## src/rtl/div_otf_convert_if.sv

```systemverilog
// Handshake bundle for the on-the-fly quotient converter: digit/remainder
// inputs from the digit-selection stage and the converted quotient outputs.
interface div_otf_convert_if #(
  parameter int NDIG = 6
);
  localparam int QW = 2 * NDIG;
  localparam int CW = $clog2(NDIG + 1);

  logic          start;
  logic          dig_valid;
  logic [2:0]    digit;
  logic          rem_valid;
  logic          rem_neg;
  logic          busy;
  logic          done;
  logic [QW-1:0] quot;
  logic [CW-1:0] dig_cnt;
  logic          err;

  modport master (
    output start, dig_valid, digit, rem_valid, rem_neg,
    input  busy, done, quot, dig_cnt, err
  );

  modport slave (
    input  start, dig_valid, digit, rem_valid, rem_neg,
    output busy, done, quot, dig_cnt, err
  );
endinterface

```

## src/rtl/div_otf_convert.sv

```systemverilog
// On-the-fly conversion of radix-4 signed quotient digits (-2..+2) into a
// two's-complement quotient. Q and QM = Q-1 are built in parallel so each
// digit is a shift/append with no carry chain; the final remainder sign
// picks Q or QM.
// Optional macro DIV_OTF_ERRCHK_EN: builds a sticky illegal-digit flag.
module div_otf_convert #(
  parameter int NDIG = 6
) (
  input  logic             clk,
  input  logic             rst,
  div_otf_convert_if.slave bus
);
  localparam int QW = 2 * NDIG;
  localparam int CW = $clog2(NDIG + 1);

  typedef enum logic [1:0] {IDLE, ACCUM, CORR} state_t;

  state_t        state, state_nxt;
  logic [QW-1:0] q_r, qm_r, q_nxt, qm_nxt;
  logic [QW-1:0] quot_r;
  logic [CW-1:0] cnt_r;
  logic          busy_r, done_r;
  logic          illegal;
  logic [2:0]    dsan;
  logic          d_neg, d_pos;
  logic          accept, finish;

  // Sanitize digit: the three out-of-range codes convert as 0, then form
  // the appended Q/QM values. Append bits are q mod 4 and (q-1) mod 4; only
  // the source register (Q or QM) depends on the digit sign.
  always_comb begin
    illegal = (bus.digit == 3'b011) || (bus.digit == 3'b100) || (bus.digit == 3'b101);
    dsan    = illegal ? 3'd0 : bus.digit;
    d_neg   = dsan[2];
    d_pos   = !dsan[2] && (dsan != 3'd0);
    q_nxt   = {(d_neg ? qm_r[QW-3:0] : q_r[QW-3:0]), dsan[1:0]};
    qm_nxt  = {(d_pos ? q_r[QW-3:0] : qm_r[QW-3:0]), dsan[1:0] - 2'd1};
  end

  // Next-state logic; Start overrides everything else in any state.
  always_comb begin
    state_nxt = state;
    accept    = 1'b0;
    finish    = 1'b0;
    if (bus.start) begin
      state_nxt = ACCUM;
    end else begin
      case (state)
        ACCUM: begin
          if (bus.dig_valid) begin
            accept = 1'b1;
            if (cnt_r == CW'(NDIG - 1)) state_nxt = CORR;
          end
        end
        CORR: begin
          if (bus.rem_valid) begin
            finish    = 1'b1;
            state_nxt = IDLE;
          end
        end
        default: state_nxt = state;
      endcase
    end
  end

  // State, accumulators, digit count and output registers.
  always_ff @(posedge clk) begin
    if (rst) begin
      state  <= IDLE;
      q_r    <= '0;
      qm_r   <= '1;
      quot_r <= '0;
      cnt_r  <= '0;
      busy_r <= 1'b0;
      done_r <= 1'b0;
    end else begin
      state  <= state_nxt;
      busy_r <= (state_nxt != IDLE);
      done_r <= finish;
      if (bus.start) begin
        q_r   <= '0;
        qm_r  <= '1;
        cnt_r <= '0;
      end else if (accept) begin
        q_r   <= q_nxt;
        qm_r  <= qm_nxt;
        cnt_r <= cnt_r + CW'(1);
      end
      if (finish) quot_r <= bus.rem_neg ? qm_r : q_r;
    end
  end

`ifdef DIV_OTF_ERRCHK_EN
  logic err_r;

  // Sticky illegal-digit flag, cleared only by Start or reset.
  always_ff @(posedge clk) begin
    if (rst)                     err_r <= 1'b0;
    else if (bus.start)          err_r <= 1'b0;
    else if (accept && illegal)  err_r <= 1'b1;
  end

  assign bus.err = err_r;
`else
  assign bus.err = 1'b0;
`endif

  assign bus.busy    = busy_r;
  assign bus.done    = done_r;
  assign bus.quot    = quot_r;
  assign bus.dig_cnt = cnt_r;
endmodule

```

## src/flat_wrapper.sv

```systemverilog
// flat-port wrapper written by rule: the top's interface ports become plain ports
module div_otf_convert_flat 
#(
  parameter int NDIG = 6
)
  (clk, rst, bus_start, bus_dig_valid, bus_digit, bus_rem_valid, bus_rem_neg, bus_busy, bus_done, bus_quot, bus_dig_cnt, bus_err);
  div_otf_convert_if #(.NDIG(NDIG)) bus_i ();
  input  logic clk;
  input  logic rst;
  input wire logic [$bits(bus_i.start)-1:0] bus_start;
  input wire logic [$bits(bus_i.dig_valid)-1:0] bus_dig_valid;
  input wire logic [$bits(bus_i.digit)-1:0] bus_digit;
  input wire logic [$bits(bus_i.rem_valid)-1:0] bus_rem_valid;
  input wire logic [$bits(bus_i.rem_neg)-1:0] bus_rem_neg;
  output wire logic [$bits(bus_i.busy)-1:0] bus_busy;
  output wire logic [$bits(bus_i.done)-1:0] bus_done;
  output wire logic [$bits(bus_i.quot)-1:0] bus_quot;
  output wire logic [$bits(bus_i.dig_cnt)-1:0] bus_dig_cnt;
  output wire logic [$bits(bus_i.err)-1:0] bus_err;
  assign bus_i.start = bus_start;
  assign bus_i.dig_valid = bus_dig_valid;
  assign bus_i.digit = bus_digit;
  assign bus_i.rem_valid = bus_rem_valid;
  assign bus_i.rem_neg = bus_rem_neg;
  assign bus_busy = bus_i.busy;
  assign bus_done = bus_i.done;
  assign bus_quot = bus_i.quot;
  assign bus_dig_cnt = bus_i.dig_cnt;
  assign bus_err = bus_i.err;
  div_otf_convert #(.NDIG(NDIG)) u_core (.clk(clk), .rst(rst), .bus(bus_i));
endmodule
```

## config.mk

```make
export PLATFORM = sky130hd
export DESIGN_NAME = div_otf_convert_flat
export DESIGN_NICKNAME = d
export VERILOG_FILES = /design/src/rtl/div_otf_convert_if.sv /design/src/rtl/div_otf_convert.sv /design/src/flat_wrapper.sv
export SDC_FILE = /design/constraint.sdc
export NUM_CORES = 1
export LEC_CHECK = 0
export CORE_ASPECT_RATIO = 1.1
export CORE_MARGIN = 2
export CORE_UTILIZATION = 50
export CTS_CLUSTER_DIAMETER = 200
export DETAILED_ROUTE_END_ITERATION = 6
export PLACE_DENSITY = 0.75
export SLEW_MARGIN = 20
export SYNTH_ARGS = -nofsm -noshare
export SYNTH_HDL_FRONTEND = slang
export SYNTH_SLANG_ARGS = --single-unit
```

## constraint.sdc

```tcl
create_clock -name clk -period 2.8 [get_ports clk]
set_clock_uncertainty 0.2 [all_clocks]
set_input_delay 0.42 -clock clk [delete_from_list [all_inputs] [get_ports clk]]
set_output_delay 0.42 -clock clk [all_outputs]
set_load 0.02 [all_outputs]
```

==> impl_metrics.tcl <==
set metrics [dict create \
    grt_pass1_vias 1528 \
    startpoint_type "primary input" \
    synthMuxAreaShare_pct 16.3 \
    synth_area_per_cell_um2 10.1 \
    clk_latency_ps 300 \
    start_util_pct 52.9 \
    hold_buffers 0 \
    outcome "complete, no violations" \
    place.gp.congestion 0.822 \
    leakagePower_nw 0.876 \
    synth-simple-area-share_pct 10.9 \
    vias 1527 \
    cts_buffer_depth 2 \
    yosys.area.top_type "dfxtp_1" \
    rr_startpoint "u_core.state[1]" \
    fin_crit_ps 2180 \
    place.port_buffers 25 \
    drc 0 \
    syn_area_um2 1960 \
    post-route-period-util_pct 77.9 \
    fmax_ghz 0.459 \
    powerDensity_nw_per_um2 498 \
    synth-seq-cells 43 \
    routed_via_density 5.59 \
    crit_end "u_core.qm_r[10]" \
    row_count 23 \
    wl_per_cell_um 15.0 \
    antenna_found_initial 0 \
    grt_use_total_pct 19.5 \
    drt_iter0_markers 87 \
    final_cell_mix "43 x dfxtp_1, 32 x mux2i_1, 29 x nor2_1, 25 x clkdlybuf4s50_1, 23 x a211oi_1" \
    overflow 0 \
    dieArea_um2 4440 \
    drive_gt1_share_pct 8.07 \
    critical_path_required_ps 2780 \
    cts_resized 0 \
    synth_compound_area_share_pct 18.7 \
    grt_max_degree 25 \
    die_y_um 69.7 \
    peakVddDrop_mv 0.292 \
    timing.final.ws_setup_ps 620 \
    timing.setup.tns_ps 0 \
    path_clk_slew_ps 80 \
    num-nets-final 236 \
    fillers 309 \
    maxCapViolCount 0 \
    synth_top_family_by_area "compound AO/OA/AOI/OAI gates" \
    cts.sinks 43 \
    ys_types 34 \
    netlist.area_leader.share_pct 43.8 \
    pre_cts_ws_ps 352 \
    rsz0062_at_grt "false" \
    hold_viol_final 0 \
    crit_type "in -> reg" \
    synthAdderAreaFrac_pct 3.19 \
    cp-end-kind "register" \
    r2r-end "u_core.q_r[6]" \
    yosys.area_share.xor_xnor_pct 0.446 \
    slew_viol_final 0 \
    yosysSeqAreaShare_pct 43.8 \
    startpoint "bus_digit[2]" \
    cts_made_buffers 5 \
    reg2reg_slack_ps 1060 \
    r2r_cells 6 \
    drt_wl_total_um 4100 \
    antenna_left 0 \
    syn_nets 209 \
    cts_tree "yes" \
    num_antenna_cells 0 \
    instances_no_fill 273 \
    setup_viol 0 \
    max_stage_delay_ps 560 \
    die_x_um 63.7 \
    synth_area_leaders "dfxtp_1 44%, mux2i_1 16%, a211oi_1 8.8%" \
    worstPathCellList "clkdlybuf4s50_1 -> and2_1 -> o21ai_0 -> ha_1 -> a21oi_1 -> buf_4 -> mux2i_1 -> a2bb2oi_1" \
    slowest_stage "clkdlybuf4s50_1" \
    worst_hold_path_type "reg -> reg" \
    htree_num_levels 2 \
    hpwl_um 3040 \
    cts_setup_buffers 0 \
    cp_data_arrival_time_ps 2160 \
    final_common_cell "dfxtp_1" \
    syn_to_final_growth_pct 18.0 \
    place_inst 265 \
    core_um2 3710 \
    root_buffer "clkbuf_8" \
    synth_cells 195 \
    io_pins 27 \
    drt-pass1-iter-count 4 \
    grt_first_pass_wirelength_um 6920 \
    worst-path-max-fanout 10 \
    ys.warnings.count 0 \
]
-- synthesized netlist by cell type --
library cell / number
buf_12: 1
o31ai_1: 1
nor2_1: 29
inv_1: 6
and3_1: 1
and2_1: 3
or3_1: 1
ha_1: 5
o211a_1: 1
conb_1: 1
a2bb2oi_1: 10
o31a_1: 1
nor3_1: 1
nor2_4: 1
nand2_1: 4
nand3b_1: 1
o211ai_1: 2
a211oi_1: 23
nand3_1: 1
nor2b_1: 1
or2_1: 1
buf_4: 2
o21ai_0: 4
mux2i_1: 32
buf_2: 6
o21a_1: 1
dfxtp_1: 43
buf_6: 3
clkbuf_1: 1
a2111oi_2: 1
o32ai_1: 1
xnor2_1: 1
a21oi_1: 3
and3b_1: 2
-- power breakdown --
group          switching (W)  internal, W  total, W
logic              0.0000731    0.0000632  0.000136
registers         0.00000873     0.000621  0.000630
clock network       0.000217     0.000171  0.000388
-- area by class of cell --
type / instances / area (um^2) / area share (%)
Tap cell: 50 / 62.6 / 2.70
Clock inverter: 3 / 15.0 / 0.648
Clock buffer: 5 / 68.8 / 2.97
Inverter: 6 / 22.5 / 0.972
Sequential cell: 43 / 861 / 37.1
Multi-Input combinational cell: 133 / 977 / 42.2
Timing Repair Buffer: 33 / 310 / 13.4
-- stage by stage --
step	util [%]	hold slack, ps	instance area, um^2	total power [W]
2_1_floorplan	-	261	1960	0.000740
3_3_place_gp	60.2	282	2230	0.000773
3_5_place_dp	60.2	289	2230	0.000779
4_1_cts	62.4	300	2320	0.00115
5_1_grt	62.4	310	2320	0.00120
6_report	62.4	299	2320	0.00115
-- state kept, by name (all words and copies together), names as in the netlist --
register / flops
u_core.state: 2
u_core.bus.busy: 1
u_core.qm_r: 12
u_core.bus.dig_cnt: 3
u_core.bus.quot: 12
u_core.q_r: 12
u_core.bus.done: 1
-- critical path: cells and delay by family --
| kind | cells | cell delay [ps] |
|---|---|---|
| mux | 1 | 250 |
| simple gates | 1 | 180 |
| fa+ha+maj | 1 | 210 |
| buf+inv | 2 | 800 |
| compound gates | 3 | 300 |
-- layer usage --
layer	GRT usage, %	part of all wire [%]	vias to the layer above
met5	0	0	-
met4	7.25	1.7	0
met3	3.90	4.0	8
met2	33.7	50	37
met1	23.8	45	725
li1	-	-	757
-- kinds of logic (layout without fill, tap and decap cells) --
kind of cell,count (synthesis),after routing
buffers and inverters,19,47
DFF,43,43
other,1,1
xor gates and xnor gates,1,1
muxes,32,32
adders and majority gates,5,5
AOI/OAI and AO/OA,48,48
and+or+nand+nor,46,46
-- worst min-delay path by stage --
stage	from	cells past startpoint	slack (ps)	endpoint
4_1_cts	u_core.qm_r[10]	1	300	u_core.qm_r[10]
2_1_floorplan	u_core.q_r[1]	2	260	u_core.q_r[1]
3_3_place_gp	u_core.q_r[1]	2	280	u_core.q_r[1]
3_5_place_dp	u_core.qm_r[10]	1	290	u_core.qm_r[10]
5_1_grt	u_core.qm_r[11]	1	310	u_core.qm_r[11]
6_report	u_core.qm_r[10]	1	300	u_core.qm_r[10]
Power figures use the tool's default switching activity.
==> edit 1, RTL diff (config.mk and constraints unchanged) <==
Re-encode `state_t` (3 states) as one-hot, 3 bits wide.
--- a/src/rtl/div_otf_convert.sv
+++ b/src/rtl/div_otf_convert.sv
@@ -13,7 +13,7 @@
   localparam int QW = 2 * NDIG;
   localparam int CW = $clog2(NDIG + 1);
 
-  typedef enum logic [1:0] {IDLE, ACCUM, CORR} state_t;
+  typedef enum logic [2:0] {IDLE = 3'b001, ACCUM = 3'b010, CORR = 3'b100} state_t;
 
   state_t        state, state_nxt;
   logic [QW-1:0] q_r, qm_r, q_nxt, qm_nxt;
Formal check against the unedited RTL: no difference found for any inputs over 10 cycles, from zero or initial values and one cycle with rst high; not proved beyond that.
==> edit 1 against the original RTL <==
  * Final area rose by 6.6%
  * Via count rose by 17%
  * Setup slack got worse by 0.024 ns
  * Clock power rose by 37%
  * Wire length rose by 0.90%
  * Area after synthesis rose by 6.1%
  * Register-to-register slack improved by 0.13 ns
  * Critical path type unchanged
  * Sequential cell count rose by 1
  * Die area rose by 5.8%
  * Power rose by 11%
  * Highest routed layer unchanged
  * First-iteration DRC count rose by 37%
==> edit 1: results (changes against the original RTL) <==
* **result of the run** finished, final reports clean, unchanged
* **hold path startpoint** u_core.bus.quot[4], was u_core.qm_r[10]
* **distinct cell type count of the synthesized netlist** 35, was 34
* **post-route insts no fill** 315, was 273
* **leading cell types by total area after synthesis** sky130_fd_sc_hd__dfxtp_1 42%, sky130_fd_sc_hd__o21ai_0 6.5%, sky130_fd_sc_hd__mux2i_1 5.8%, sky130_fd_sc_hd__nor2_1 4.9%, sky130_fd_sc_hd__a311oi_1 4.6%, was sky130_fd_sc_hd__dfxtp_1 44%, sky130_fd_sc_hd__mux2i_1 16%, sky130_fd_sc_hd__a211oi_1 8.8%, sky130_fd_sc_hd__nor2_1 5.5%, sky130_fd_sc_hd__a2bb2oi_1 4.5%
* **number of DRC markers after the initial detailed-route iteration** 119, was 87
* **setup slack after placement** 0.326 ns, was 0.352 ns
* **pin count of the biggest net entering global routing** 37, was 25
* **maximum VDD drop** 0.000363 V, was 0.000292 V
* **global-route wire length before repair** 7310 um, was 6920 um
* **worst hold path cell count** 2, was 1
* **aggregate routed wire length** 4130 um, was 4100 um
* **family with the most delay on the worst path** compound AO/OA/AOI/OAI gates, was buffers and inverters
* **hold endpoint** u_core.bus.quot[4], was u_core.qm_r[10]
* **instance area at placement** 2340 um^2, was 2230 um^2
* **worst reg2reg path startpoint** u_core.state[2], was u_core.state[1]
* **post-detailed-placement half-perimeter wirelength** 2730 um, was 3040 um
* **Reg2Reg Depth** 3, was 6
* **fraction of layout instances using a drive strength above 1** 7.22%, was 8.07%
* **Synth Area per Inst** 8.57 um^2, was 10.1 um^2
* **number of nets in the layout** 274, was 236
* **Final Hold Slack** 0.271 ns, was 0.299 ns
* **total via count after detailed routing** 1,779, was 1,527
* **part of the Yosys area used for sequential elements** 42.3%, was 43.8%
* **final weighted congestion in routability-driven placement** 0.757, was 0.822
* **vias in the first global route** 1,571, was 1,528
* **post-placement cell count** 307, was 265
* **capture instance of the worst register-to-register path** u_core.bus.quot[5], was u_core.q_r[6]
* **R2R setup slack** 1.19 ns, was 1.06 ns
* **leakage power** 0.886 nW, was 0.876 nW
[edit 1: cells by family after synthesis]
| group | share of synthesized area [%] |
|---|---|
| AO/OA/AOI/OAI | 21.7 |
| XOR/XNOR | 0.420 |
| adder cells (fa/ha/maj) | 1.80 |
| buffers and inverters | 6.55 |
| flip-flops | 42.3 |
| multiplexers | 5.77 |
| other | 0.180 |
| AND/OR/NAND/NOR | 21.3 |
[edit 1: worst max-delay path by stage]
| stage | startpoint | endpoint | slack [ns] | depth (start not counted) |
|---|---|---|---|---|
| after floorplan | bus_digit[1] | u_core.qm_r[10] | 0.64 | 8 |
| after global placement | bus_digit[1] | u_core.qm_r[4] | 0.38 | 7 |
| after detailed placement | bus_digit[2] | u_core.qm_r[4] | 0.33 | 7 |
| after CTS | bus_digit[1] | u_core.qm_r[5] | 0.61 | 7 |
| after global routing | bus_digit[2] | u_core.qm_r[2] | 0.45 | 7 |
| final | bus_digit[1] | u_core.qm_r[5] | 0.60 | 7 |
[edit 1: report_power, final]
group / switching, mW / internal (mW) / leakage (nW)
Combinational: 0.0636 / 0.0453 / 0.466
Clock: 0.215 / 0.315 / 0.0645
Sequential: 0.00655 / 0.632 / 0.356
[edit 1: final cells by class]
class                   count  area [um^2]
fillers                   359         1520
multi-input cells         173         1070
flip-flops and latches     44          881
repair buffers             34          318
clock buffers               7         96.3
well taps                  52         65.1
clock inverters             1         30.0
inverters                   4         15.0
[edit 1: routing by layer]
layer,vias up,GRT usage [%],routed length (um)
li1,900,-,-
met1,821,27.8,1920
met2,51,29.8,1890
met3,7,4.71,259
met4,0,8.10,71
met5,-,0,0
[edit 1: worst min-delay path, stage by stage, from the launching register on]
cell and delay [ns]:
sky130_fd_sc_hd__dfxtp_1 0.31, sky130_fd_sc_hd__o21ai_0 0.06, sky130_fd_sc_hd__a21oi_1 0.06
==> edit 2, RTL diff (same settings) <==
Made on the original files. `NDIG` is set to 6 in 3 places; all go to 3.
--- a/src/rtl/div_otf_convert_if.sv
+++ b/src/rtl/div_otf_convert_if.sv
@@ -1,7 +1,7 @@
 // Handshake bundle for the on-the-fly quotient converter: digit/remainder
 // inputs from the digit-selection stage and the converted quotient outputs.
 interface div_otf_convert_if #(
-  parameter int NDIG = 6
+  parameter int NDIG = 3
 );
   localparam int QW = 2 * NDIG;
   localparam int CW = $clog2(NDIG + 1);
--- a/src/rtl/div_otf_convert.sv
+++ b/src/rtl/div_otf_convert.sv
@@ -4,7 +4,7 @@
 // picks Q or QM.
 // Optional macro DIV_OTF_ERRCHK_EN: builds a sticky illegal-digit flag.
 module div_otf_convert #(
-  parameter int NDIG = 6
+  parameter int NDIG = 3
 ) (
   input  logic             clk,
   input  logic             rst,
--- a/src/flat_wrapper.sv
+++ b/src/flat_wrapper.sv
@@ -1,7 +1,7 @@
 // flat-port wrapper written by rule: the top's interface ports become plain ports
 module div_otf_convert_flat 
 #(
-  parameter int NDIG = 6
+  parameter int NDIG = 3
 )
   (clk, rst, bus_start, bus_dig_valid, bus_digit, bus_rem_valid, bus_rem_neg, bus_busy, bus_done, bus_quot, bus_dig_cnt, bus_err);
   div_otf_convert_if #(.NDIG(NDIG)) bus_i ();
Ports: changed (resized bus_dig_cnt and bus_quot); port bits go from 27 to 20. No check against the original RTL was run, so the function may have changed too.
==> edit 2 against the original RTL <==
  * Final area down 41%
  * Core utilization down 0.062 points
  * Setup slack better by 0.20 ns
  * Clock power down 37%
  * Worst hold slack better by 0.014 ns
  * Cell count down 40%
  * Power down 41%
  * Sequential share of layout area down 2.2 points
  * Combinational power down 40%
  * Sequential cell count down 19
  * Area after synthesis down 42%
  * Wire length down 48%
  * Critical endpoint is now u_core.qm_r[5]
  * Largest power group unchanged
  * Highest routed layer unchanged
==> edit 2: results (changes against the original RTL) <==
* **result of the run** finished, final reports clean, unchanged
* **arithmetic-cell share of the synthesized area counting full adders, half adders and majority gates** 4.36%, was 3.19%
* **final weighted congestion in routability-driven placement** 0.795, was 0.822
* **post-placement cell count** 160, was 265
* **CTS HTree Levels** 1, was 2
* **aggregate routed wire length** 2120 um, was 4100 um
* **Synth Area in XOR/XNOR** 1.53%, was 0.446%
* **Tap Cells** 30, was 50
* **multiplexer share of the synthesized area** 12.2%, was 16.3%
* **number of CTS-inserted buffers** 3, was 5
* **Synth Instances** 118, was 195
* **fraction of layout instances using a drive strength above 1** 12.7%, was 8.07%
* **worst reg2reg path startpoint** u_core.state[0], was u_core.state[1]
* **Final Hold Slack** 0.312 ns, was 0.299 ns
* **footprint of the multi-input gates** 611 um^2, was 977 um^2
* **Synth top cells by count** 24 x sky130_fd_sc_hd__dfxtp_1, 14 x sky130_fd_sc_hd__mux2i_1, 10 x sky130_fd_sc_hd__a21oi_1, was 43 x sky130_fd_sc_hd__dfxtp_1, 32 x sky130_fd_sc_hd__mux2i_1, 29 x sky130_fd_sc_hd__nor2_1
* **number of nets in the layout** 148, was 236
* **biggest fanout along the worst timing path** 5, was 10
* **hold path startpoint** u_core.qm_r[4], was u_core.qm_r[10]
* **capture instance of the worst register-to-register path** u_core.bus.busy, was u_core.q_r[6]
* **hold endpoint** u_core.qm_r[4], was u_core.qm_r[10]
* **setup slack after placement** 0.477 ns, was 0.352 ns
* **leading cell types by total area after synthesis** sky130_fd_sc_hd__dfxtp_1 42%, sky130_fd_sc_hd__mux2i_1 12%, sky130_fd_sc_hd__a211oi_2 6.5%, sky130_fd_sc_hd__a21oi_1 4.4%, sky130_fd_sc_hd__ha_1 4.4%, was sky130_fd_sc_hd__dfxtp_1 44%, sky130_fd_sc_hd__mux2i_1 16%, sky130_fd_sc_hd__a211oi_1 8.8%, sky130_fd_sc_hd__nor2_1 5.5%, sky130_fd_sc_hd__a2bb2oi_1 4.5%
* **Total GRT Usage** 17.8%, was 19.5%
* **fillcell total** 226, was 309
* **leakage power** 0.516 nW, was 0.876 nW
* **Non-Clock Inverter Count** 4, was 6
* **post-detailed-placement half-perimeter wirelength** 1660 um, was 3040 um
* **layout multi-input combinational cell count** 84, was 133
* **clock tree root driver cell** sky130_fd_sc_hd__clkbuf_4, was sky130_fd_sc_hd__clkbuf_8
* **Clock-cell share** 3.82%, was 3.62%
* **register clock-pin slew on the reported worst setup and hold paths** 0.13 ns, was 0.08 ns
* **Buffers on Ports** 18, was 25
* **count of state elements after synthesis** 24, was 43
[edit 2: cell count changes in the layout (fill, tap and decap cells not counted), sizes merged, moves of 3 or more]
cell / before / now
nand2: 4 / 7
a21oi: 3 / 11
o21ai: 4 / 10
buf: 8 / 0
clkdlybuf4s50: 25 / 18
a2bb2oi: 10 / 0
a211oi: 23 / 7
dfxtp: 43 / 24
nor2: 30 / 10
clkinv: 3 / 0
mux2i: 32 / 14
[edit 2: power groups by stage]
stage	clock network [mW]	registers (mW)	logic [mW]
after floorplan	0	0.362	0.0540
after CTS	0.254	0.353	0.0822
after detailed placement	0	0.361	0.0821
final	0.245	0.353	0.0814
after global routing	0.269	0.355	0.0893
after global placement	0	0.361	0.0797
[edit 2: metrics by stage]
stage | power [mW] | utilization [%]
finish | 0.679 | 62.4
global route | 0.713 | 62.4
CTS | 0.690 | 62.4
detailed placement | 0.443 | 60.0
global placement | 0.440 | 60.0
floorplan | 0.416 | -
[edit 2: layer usage]
layer  global-route usage, %  part of all wire, %  vias to the layer above
li1                        -                    -                      451
met1                    20.2                   44                      408
met2                    33.3                   53                       11
met3                    2.46                  2.8                        2
met4                    9.26                 0.90                        0
met5                       0                    0                        -
[edit 2: how the worst max path moves through the flow]
stage | cells after the start | endpoint | startpoint | slack, ns
2_1_floorplan | 6 | u_core.qm_r[2] | bus_digit[2] | 1.15
3_3_place_gp | 7 | u_core.qm_r[3] | bus_digit[1] | 0.53
3_5_place_dp | 7 | u_core.qm_r[5] | bus_digit[1] | 0.48
4_1_cts | 7 | u_core.qm_r[5] | bus_digit[2] | 0.82
5_1_grt | 7 | u_core.qm_r[5] | bus_digit[1] | 0.75
6_report | 7 | u_core.qm_r[5] | bus_digit[1] | 0.82
